File: config.mk
export PLATFORM = sky130hd
export DESIGN_NAME = multi_bbox_tracker
export DESIGN_NICKNAME = d
export VERILOG_FILES = /design/src/rtl/multi_bbox_tracker.sv
export SDC_FILE = /design/constraint.sdc
export NUM_CORES = 2
export LEC_CHECK = 0
export BUFFER_PORTS_ARGS = -buffer_cell sky130_fd_sc_hd__buf_2
export CAP_MARGIN = 40
export CORE_MARGIN = 5
export CORE_UTILIZATION = 48
export DETAILED_ROUTE_END_ITERATION = 10
export GPL_TIMING_DRIVEN = 0
export PLACE_DENSITY = 0.75
export REMOVE_ABC_BUFFERS = 1
export SETUP_SLACK_MARGIN = 0.5
export SYNTH_ARGS = -nofsm -noshare
export SYNTH_HDL_FRONTEND = slang
export SYNTH_SLANG_ARGS = --single-unit
File: constraint.sdc
create_clock -name clk -period 3.8 [get_ports clk]
set_input_delay 0.19 -clock clk [delete_from_list [all_inputs] [get_ports clk]]
set_output_delay 0.19 -clock clk [all_outputs]
set_load 0.01 [all_outputs]
File: src/rtl/multi_bbox_tracker.sv
// rtl/multi_bbox_tracker.sv - N-channel run-filtered bounding-box tracker with snapshot message writer
module multi_bbox_tracker #(
  parameter int NUM_CH   = 4,
  parameter int IMAGE_W  = 640,
  parameter int IMAGE_H  = 480,
  parameter int COORD_W  = 11,
  parameter int MIN_RUN  = 4,
  parameter int PCOUNT_W = 20
) (
  input  logic                        clk,
  input  logic                        reset_n,
  input  logic                        pix_valid,
  input  logic                        pix_sop,
  input  logic                        pix_eop,
  input  logic                        pix_is_video,
  input  logic [NUM_CH-1:0]           pix_mask,
  input  logic [7:0]                  cfg_interval,
  input  logic [NUM_CH-1:0]           cfg_ch_en,
  output logic [NUM_CH*COORD_W-1:0]   box_xmin,
  output logic [NUM_CH*COORD_W-1:0]   box_xmax,
  output logic [NUM_CH*COORD_W-1:0]   box_ymin,
  output logic [NUM_CH*COORD_W-1:0]   box_ymax,
  output logic [NUM_CH-1:0]           box_found,
  output logic [31:0]                 msg_data,
  output logic                        msg_valid,
  input  logic                        msg_ready,
  output logic                        frame_drop
);

  localparam logic [COORD_W-1:0] X_LAST  = COORD_W'(IMAGE_W - 1);
  localparam logic [COORD_W-1:0] Y_END   = COORD_W'(IMAGE_H);
  localparam logic [3:0]         RUN_MAX = 4'(MIN_RUN);

  typedef enum logic [2:0] {IDLE, HDR, XW, YW, CW} state_t;

  logic [COORD_W-1:0]  x, y;
  logic                video;
  logic [3:0]          run       [NUM_CH];
  logic [3:0]          run_nxt   [NUM_CH];
  logic [NUM_CH-1:0]   qual;
  logic [COORD_W-1:0]  acc_xmin  [NUM_CH], acc_xmax [NUM_CH], acc_ymin [NUM_CH], acc_ymax [NUM_CH];
  logic [COORD_W-1:0]  nxt_xmin  [NUM_CH], nxt_xmax [NUM_CH], nxt_ymin [NUM_CH], nxt_ymax [NUM_CH];
  logic [COORD_W-1:0]  lat_xmin  [NUM_CH], lat_xmax [NUM_CH], lat_ymin [NUM_CH], lat_ymax [NUM_CH];
  logic [PCOUNT_W-1:0] acc_cnt   [NUM_CH], nxt_cnt  [NUM_CH];
  logic [NUM_CH-1:0]   lat_found;
  logic [COORD_W-1:0]  snap_xmin [NUM_CH], snap_xmax [NUM_CH], snap_ymin [NUM_CH], snap_ymax [NUM_CH];
  logic [PCOUNT_W-1:0] snap_cnt  [NUM_CH];
  logic [NUM_CH-1:0]   snap_found, snap_en;
  logic [15:0]         frame_seq, snap_seq;
  logic [7:0]          fcnt;
  state_t              state;
  logic [2:0]          ch, first_ch, nxt_ch;
  logic                first_any, nxt_any;
  logic [COORD_W-1:0]  sel_xmin, sel_xmax, sel_ymin, sel_ymax;
  logic [PCOUNT_W-1:0] sel_cnt;
  logic                sel_found;

  wire pix_beat  = pix_valid & ~pix_sop;
  wire sop_beat  = pix_valid & pix_sop;
  wire in_frame  = (y < Y_END);
  wire eop_video = pix_beat & pix_eop & video;
  wire snap_req  = eop_video & (fcnt == 8'd0);

  // Run filter and accumulator next-state; the eop pixel itself is included in the latched box
  always_comb begin
    for (int i = 0; i < NUM_CH; i++) begin
      if (!pix_mask[i])           run_nxt[i] = 4'd0;
      else if (x == '0)           run_nxt[i] = 4'd1;
      else if (run[i] >= RUN_MAX) run_nxt[i] = RUN_MAX;
      else                        run_nxt[i] = run[i] + 4'd1;
      qual[i]     = pix_beat & in_frame & (run_nxt[i] >= RUN_MAX);
      nxt_xmin[i] = acc_xmin[i];
      nxt_xmax[i] = acc_xmax[i];
      nxt_ymin[i] = acc_ymin[i];
      nxt_ymax[i] = acc_ymax[i];
      nxt_cnt[i]  = acc_cnt[i];
      if (qual[i]) begin
        if (x < acc_xmin[i]) nxt_xmin[i] = x;
        if (x > acc_xmax[i]) nxt_xmax[i] = x;
        if (y < acc_ymin[i]) nxt_ymin[i] = y;
        if (y > acc_ymax[i]) nxt_ymax[i] = y;
        if (!(&acc_cnt[i])) nxt_cnt[i] = acc_cnt[i] + 1'b1;
      end
      lat_found[i] = (nxt_cnt[i] != '0);
      lat_xmin[i]  = lat_found[i] ? nxt_xmin[i] : '0;
      lat_xmax[i]  = lat_found[i] ? nxt_xmax[i] : '0;
      lat_ymin[i]  = lat_found[i] ? nxt_ymin[i] : '0;
      lat_ymax[i]  = lat_found[i] ? nxt_ymax[i] : '0;
    end
  end

  // Channel selection for the writer: first enabled, next enabled after ch, and snapshot mux
  always_comb begin
    first_any = 1'b0;
    first_ch  = '0;
    nxt_any   = 1'b0;
    nxt_ch    = '0;
    sel_xmin  = '0;
    sel_xmax  = '0;
    sel_ymin  = '0;
    sel_ymax  = '0;
    sel_cnt   = '0;
    sel_found = 1'b0;
    for (int i = NUM_CH - 1; i >= 0; i--) begin
      if (cfg_ch_en[i]) begin
        first_any = 1'b1;
        first_ch  = 3'(i);
      end
      if (snap_en[i] && (3'(i) > ch)) begin
        nxt_any = 1'b1;
        nxt_ch  = 3'(i);
      end
    end
    for (int i = 0; i < NUM_CH; i++) begin
      if (ch == 3'(i)) begin
        sel_xmin  = snap_xmin[i];
        sel_xmax  = snap_xmax[i];
        sel_ymin  = snap_ymin[i];
        sel_ymax  = snap_ymax[i];
        sel_cnt   = snap_cnt[i];
        sel_found = snap_found[i];
      end
    end
  end

  // Pixel coordinate tracking; y saturates at IMAGE_H so overlong frames stop accumulating
  always_ff @(posedge clk or negedge reset_n) begin
    if (!reset_n) begin
      x     <= '0;
      y     <= '0;
      video <= 1'b0;
    end else if (sop_beat) begin
      x     <= '0;
      y     <= '0;
      video <= pix_is_video;
    end else if (pix_beat) begin
      if (x == X_LAST) begin
        x <= '0;
        if (y < Y_END) y <= y + 1'b1;
      end else begin
        x <= x + 1'b1;
      end
    end
  end

  // Run counters and per-frame accumulators, cleared at every packet start
  always_ff @(posedge clk or negedge reset_n) begin
    if (!reset_n) begin
      for (int i = 0; i < NUM_CH; i++) begin
        run[i]      <= '0;
        acc_xmin[i] <= '1;
        acc_xmax[i] <= '0;
        acc_ymin[i] <= '1;
        acc_ymax[i] <= '0;
        acc_cnt[i]  <= '0;
      end
    end else if (sop_beat) begin
      for (int i = 0; i < NUM_CH; i++) begin
        run[i]      <= '0;
        acc_xmin[i] <= '1;
        acc_xmax[i] <= '0;
        acc_ymin[i] <= '1;
        acc_ymax[i] <= '0;
        acc_cnt[i]  <= '0;
      end
    end else if (pix_beat && in_frame) begin
      for (int i = 0; i < NUM_CH; i++) begin
        run[i]      <= run_nxt[i];
        acc_xmin[i] <= nxt_xmin[i];
        acc_xmax[i] <= nxt_xmax[i];
        acc_ymin[i] <= nxt_ymin[i];
        acc_ymax[i] <= nxt_ymax[i];
        acc_cnt[i]  <= nxt_cnt[i];
      end
    end
  end

  // End-of-video-frame latch, frame counter and private snapshot for the writer
  always_ff @(posedge clk or negedge reset_n) begin
    if (!reset_n) begin
      box_xmin   <= '0;
      box_xmax   <= '0;
      box_ymin   <= '0;
      box_ymax   <= '0;
      box_found  <= '0;
      frame_seq  <= '0;
      snap_seq   <= '0;
      fcnt       <= '0;
      frame_drop <= 1'b0;
      snap_found <= '0;
      snap_en    <= '0;
      for (int i = 0; i < NUM_CH; i++) begin
        snap_xmin[i] <= '0;
        snap_xmax[i] <= '0;
        snap_ymin[i] <= '0;
        snap_ymax[i] <= '0;
        snap_cnt[i]  <= '0;
      end
    end else begin
      frame_drop <= 1'b0;
      if (eop_video) begin
        frame_seq <= frame_seq + 16'd1;
        box_found <= lat_found;
        for (int i = 0; i < NUM_CH; i++) begin
          box_xmin[i*COORD_W +: COORD_W] <= lat_xmin[i];
          box_xmax[i*COORD_W +: COORD_W] <= lat_xmax[i];
          box_ymin[i*COORD_W +: COORD_W] <= lat_ymin[i];
          box_ymax[i*COORD_W +: COORD_W] <= lat_ymax[i];
        end
        fcnt <= (fcnt == 8'd0) ? cfg_interval : fcnt - 8'd1;
      end
      if (snap_req && state != IDLE) begin
        frame_drop <= 1'b1;
      end else if (snap_req) begin
        snap_seq   <= frame_seq + 16'd1;
        snap_en    <= cfg_ch_en;
        snap_found <= lat_found;
        for (int i = 0; i < NUM_CH; i++) begin
          snap_xmin[i] <= lat_xmin[i];
          snap_xmax[i] <= lat_xmax[i];
          snap_ymin[i] <= lat_ymin[i];
          snap_ymax[i] <= lat_ymax[i];
          snap_cnt[i]  <= nxt_cnt[i];
        end
      end
    end
  end

  // Message writer; word registers advance only on an accepted beat so data holds during stalls
  always_ff @(posedge clk or negedge reset_n) begin
    if (!reset_n) begin
      state     <= IDLE;
      ch        <= '0;
      msg_valid <= 1'b0;
      msg_data  <= '0;
    end else begin
      case (state)
        IDLE: begin
          if (snap_req && first_any) begin
            state     <= HDR;
            ch        <= first_ch;
            msg_valid <= 1'b1;
            msg_data  <= {8'h42, 8'(first_ch), frame_seq + 16'd1};
          end
        end
        HDR: if (msg_ready) begin
          state    <= XW;
          msg_data <= {16'(sel_xmin), 16'(sel_xmax)};
        end
        XW: if (msg_ready) begin
          state    <= YW;
          msg_data <= {16'(sel_ymin), 16'(sel_ymax)};
        end
        YW: if (msg_ready) begin
          state    <= CW;
          msg_data <= {sel_found, 31'(sel_cnt)};
        end
        CW: if (msg_ready) begin
          if (nxt_any) begin
            state    <= HDR;
            ch       <= nxt_ch;
            msg_data <= {8'h42, 8'(nxt_ch), snap_seq};
          end else begin
            state     <= IDLE;
            msg_valid <= 1'b0;
            msg_data  <= '0;
          end
        end
        default: begin
          state     <= IDLE;
          msg_valid <= 1'b0;
        end
      endcase
    end
  end

endmodule

# After elaboration in Yosys (flattened, before gate mapping)

Index checks and enable logic that the tools add are counted.

Add/sub/neg operators: 12
Order comparisons: 29
Eq/ne operators: 15
Muxes and demuxes: 151
Bitwise operators: 13
Reductions and logical operators: 33

Operators with widths:

| cell                  | number |
|---|---|
| $mux 11               | 71 |
| $mux 44               | 8 |
| $mux 20               | 12 |
| $mux 32               | 5 |
| $mux 80               | 2 |
| $pmux 32 s5           | 1 |
| $gt 11x11->1          | 8 |
| $lt 11x11->1          | 8 |
| $add 20x1->20 const B | 4 |
| $reduce_and 20->1     | 4 |
| $reduce_bool 20->1    | 4 |
| $mux 4                | 12 |
| $mux 3                | 14 |
| $ge 4x3->1 const B    | 8 |
| $mux 16               | 2 |
| $mux 31               | 1 |
| $add 11x1->11 const B | 2 |
| $mux 1                | 17 |
| $add 16x1->16 const B | 1 |
| $add 4x1->4 const B   | 4 |
| $pmux 3 s5            | 1 |
| $ne 2x2->1 const B    | 7 |
| $eq 3x2->1 const B    | 4 |
| $eq 11x10->1 const B  | 1 |
| 25 further kinds      | 52 |

Register bits after elaboration: 819
Output and inout bits: 214
Word-level logic and storage cells: 315

# Depth between registers and ports, before layout

Depth in word-level cells: 9
Depth in mapped cells: 15
Mapped depth without buffers: 10

# Least setup slack after synthesis

OpenSTA, ideal clock, no wires.

Path kind: flip-flop to flip-flop
Start point: reg x[1]
End point: reg box_ymax[32]
Library setup time: 110 ps
Arrival time: 3,414 ps
Slack: 276 ps
Stages on the path, launching flop included: 15
Buffers on the path: 4
Cell sequence: dfrtp_1 -> clkbuf_1 -> inv_1 -> ha_1 -> nor3b_1 -> and3_1 -> clkbuf_1 -> or3_1 -> buf_2 -> or4_1 -> and4_1 -> o32ai_2 -> nor4_4 -> buf_2 -> o41ai_1

Word-level cells in the longest chain between the ends: 8

RTL lines:

| element                         | RTL line | source |
|---|---|---|
| from (decl)                     | 36       | `logic [COORD_W-1:0] x, y;` |
| from (signal assigned)          | 141      | `x <= x + 1'b1;` |
| $logic_not 11->1 *              | 68       | `else if (x == '0) run_nxt[i] = 4'd1;` |
| $mux 4 *                        | 68       |  |
| $mux 4 *                        | 67       | `if (!pix_mask[i]) run_nxt[i] = 4'd0;` |
| $ge 4x3->1 *                    | 71       | `qual[i] = pix_beat & in_frame & (run_nxt[i] >= RUN_MAX);` |
| $and 1x1->1 *                   | 71       |  |
| $mux 20                         | 77       | `if (qual[i]) begin` |
| $reduce_bool 20->1              | 84       | `lat_found[i] = (nxt_cnt[i] != '0);` |
| $mux 11 *                       | 88       | `lat_ymax[i] = lat_found[i] ? nxt_ymax[i] : '0;` |
| to (signal, indexed assignment) | 208      | `box_ymax[i*COORD_W +: COORD_W] <= lat_ymax[i];` |
| to (decl)                       | 22       | `output logic [NUM_CH*COORD_W-1:0] box_ymax,` |

Every way passes the cells marked *; elsewhere a longest branch is shown, timed or not.
A chain may end at the register's enable or synchronous reset.

# Worst setup path after layout

Start point: reg x[1]
End point: reg snap_xmax[10] (netlist name)

Word-level cells in the longest chain between the ends: 8

RTL lines:

| element                         | RTL line | source |
|---|---|---|
| $logic_not 11->1                | 68       |  |
| $mux 4                          | 68       |  |
| $mux 4                          | 67       |  |
| $ge 4x3->1                      | 71       |  |
| $and 1x1->1                     | 71       |  |
| $mux 20                         | 77       |  |
| $reduce_bool 20->1              | 84       |  |
| $mux 11 *                       | 86       | `lat_xmax[i] = lat_found[i] ? nxt_xmax[i] : '0;` |
| to (signal, indexed assignment) | 220      | `snap_xmax[i] <= lat_xmax[i];` |
| to (decl)                       | 46       | `logic [COORD_W-1:0] snap_xmin [NUM_CH], snap_xmax [NUM_CH], snap_ymin [NUM_CH], snap_ymax [NUM_CH];` |

Marked as above.

==> impl_metrics.tcl <==
set metrics [dict create \
    grt.overflow.total 0 \
    wirelength_mm 156 \
    power_frac_clock_pct 38.7 \
    min_period_ns 3.71 \
    place_congestion 0.948 \
    finalSetupViolCount 0 \
    p_per_area_nw_per_um2 422 \
    ir_drop_mv 0.456 \
    critPathLaunchType "flop" \
    ys_warn_count 0 \
    netSwitchingFraction_pct 30.8 \
    clock.fmax_mhz 270 \
    rsz0062_at_grt "true" \
    die_w_um 307 \
    numCtsBuffers 88 \
    core-area_um2 87000 \
    cp_max_fo 13 \
    start_util_pct 48.5 \
    yosys.area.top_type "dfrtp_1" \
    die-area_um2 94000 \
    utilization_pct 63.5 \
    num_vias 38000 \
    clock-sinks 814 \
    power_frac_seq_pct 42.8 \
    avgSynthCellArea_um2 9.97 \
    ys_ff_latch 814 \
    max_cap_viol_count 0 \
    h-tree-depth 3 \
    grt_use_total_pct 30.0 \
    p_comb_share_pct 18.5 \
    postSynth.asyncResetShare_pct 100 \
    final_nets 4797 \
    slew_headroom_pct 25.1 \
    areaGrowthSynthToFinish_pct 30.8 \
    cts_root_buf "clkbuf_16" \
    grt_max_degree 119 \
    hold_viol_final 0 \
    synth-seq-area-share_pct 48.5 \
    p_leak_nw 25.4 \
    clkTransAtPathRegs_ns 0.07 \
    finalClockSkew_ns 0.0349 \
    tightest_slew_ns 1.11 \
    synthTopCellsByArea "dfrtp_1, o31ai_1, nand2_1" \
    min_period_over_period_pct 97.6 \
    power_switching_mw 7.18 \
    die_h_um 307 \
    antenna_found_initial 7 \
    yosys.cell_count.top_type "dfrtp_1" \
    numPortBuffers 233 \
    drc_errors 0 \
    p_total_mw 23.3 \
    grt_pass1_wl_mm 220 \
    p_int_mw 16.1 \
    clk_latency_ns 0.67 \
    synth_cell_types 84 \
    netlist_area_um2 42200 \
    boundaryPins 237 \
    syn_inst 4236 \
    layout-drive-gt1-share_pct 27.5 \
    crit_path_end_kind "flop" \
    hp-class "in2async" \
    dp_hpwl_mm 89.6 \
    yosysTopAreaCellShare_pct 43.0 \
    vias_per_cell 6.53 \
    fillCellCount 6200 \
    outcome "completed" \
    cts_tree "yes" \
    synthTopCellsByCount "dfrtp_1, nand2_1, o31ai_1, clkbuf_1, mux2i_1" \
    first_pass_iters 8 \
    cp.required_ns 4.32 \
    synth_enable_flop_cells 0 \
    clock_path_buffers 3 \
    worst-setup-path-type "reg2reg" \
    drtAntennaViolNets 0 \
    cp.arrival_ns 4.23 \
    drt-wirelength-per-cell_um 26.7 \
    rows 108 \
    synthFlopType "dfrtp_1" \
    grt_pass1_vias 35900 \
    drt_iter0_markers 5065 \
    report.final.slew_viol_count 0 \
]
kinds of logic after synthesis:
family	after synthesis	share of synthesized area (%)
xor+xnor	100	2.07
compound gates	1155	19.0
simple gates	1190	12.8
flops	814	48.5
fa+ha+maj	182	5.39
buf+inv	528	4.93
other cells	1	0.00888
mux	266	7.40
area by class of cell:
type	count	area [um^2]	share of cell area (%)
diodes	5	12.5	0.0227
clock buffers	122	2550	4.62
clock inverters	39	465	0.843
repair buffers	588	6260	11.3
inverters	189	721	1.30
well taps	1155	1450	2.62
multi-input cells	2911	23200	42.1
flip-flops and latches	814	20500	37.2
stage by stage:
step           cell area, um^2  cells  setup TNS [ns]  hold WS [ns]  setup WS (ns)
6_report                 55200   5823               0        0.0232         0.0895
5_1_grt                  55200   5818               0        0.0228         0.0958
4_1_cts                  52100   5736               0       0.00127          0.249
3_5_place_dp             45300   5384         -651.67         0.123          -2.10
3_3_place_gp             43500   5287               -         0.424         -24.39
2_1_floorplan            40900   3899        -4138.09        -0.106         -13.82
metal layers:
layer | GRT usage, % | share of wire, % | vias to the layer above
met5 | 0 | 0.042 | -
met4 | 15.4 | 7.7 | 8
met3 | 7.43 | 12 | 732
met2 | 46.3 | 45 | 2391
met1 | 39.5 | 36 | 18800
li1 | - | - | 16100
critical path, cell delays in order, from the launching register on:
cell and delay, ns:
dfrtp_2 0.42, inv_1 0.18, ha_4 0.19, nor3b_4 0.22
and3_4 0.24, buf_12 0.15, buf_12 0.16, nor4_4 0.06
buf_4 0.19, buf_6 0.12, or3_1 0.31, o21ai_2 0.08
nor4b_4 0.24, buf_4 0.15, and4b_4 0.28, buf_6 0.11
buf_12 0.16, buf_16 0.17, o31ai_1 0.09
state kept, by name, indices dropped and copies added (netlist names), 8 cells and up:
name,cells
box_xmin,44
snap_cnt,80
frame_seq,16
run,16
y,11
box_ymax,44
snap_ymax,44
acc_xmin,44
acc_ymin,44
acc_xmax,44
snap_seq,16
acc_ymax,44
snap_ymin,44
box_ymin,44
snap_xmax,44
acc_cnt,80
x,11
fcnt,8
msg_data,29
box_xmax,44
snap_xmin,44
cells in the final DEF, fill, tap and decap left out, types with 21 or more instances in the layout:
cell type / instances
a21o_1: 25
a21oi_1: 168
a221oi_1: 21
a22o_1: 83
a22oi_1: 22
a31oi_1: 32
and3_1: 38
buf_12: 53
buf_16: 53
buf_2: 233
buf_4: 146
buf_6: 29
buf_8: 40
clkbuf_16: 98
dfrtp_1: 699
dfstp_2: 88
dlygate4sd3_1: 22
ha_1: 181
inv_1: 186
mux2_2: 29
mux2i_1: 175
mux4_2: 34
nand2_1: 617
nand3_1: 62
nand4_1: 53
nor2_1: 186
nor2b_1: 24
nor3_1: 51
o21ai_0: 189
o22a_1: 78
o22ai_1: 27
o31ai_1: 173
o31ai_2: 65
o31ai_4: 119
xnor2_1: 60
xor2_1: 28
worst paths after layout:
| path | slack [ns] | depth (start not counted) | endpoint | from |
|---|---|---|---|---|
| max in group asynchronous | 1.75 | 5 | acc_cnt[0] | reset_n |
| min reg2reg | 0.47 | 2 | box_xmin[16] | box_xmin[16] |
| max | 0.09 | 18 | snap_xmax[10] | x[1] |
| min in group clk | 0.03 | 4 | run[0] | pix_mask[3] |
| min | 0.02 | 2 | snap_xmin[26] | reset_n |
| max reg2reg | 0.09 | 18 | snap_xmax[10] | x[1] |
power by group through the flow:
stage / clock, mW / sequential (mW) / combinational, mW
floorplan: 0 / 10.0 / 1.79
global placement: 0 / 10.3 / 3.01
detailed placement: 0 / 10.1 / 3.48
CTS: 9.02 / 9.94 / 3.84
global route: 9.42 / 10.0 / 4.55
finish: 9.01 / 9.98 / 4.30
timing repair:
action,4_1_cts,5_1_grt
hold buffers,22,0
hold endpoints to repair,229,0
buffers inserted,139,69
setup endpoints to repair,701,534
pin swaps,90,148
resized for setup,324,385
gates cloned,30,13
Note: power is estimated with default switching activity, not from simulation.
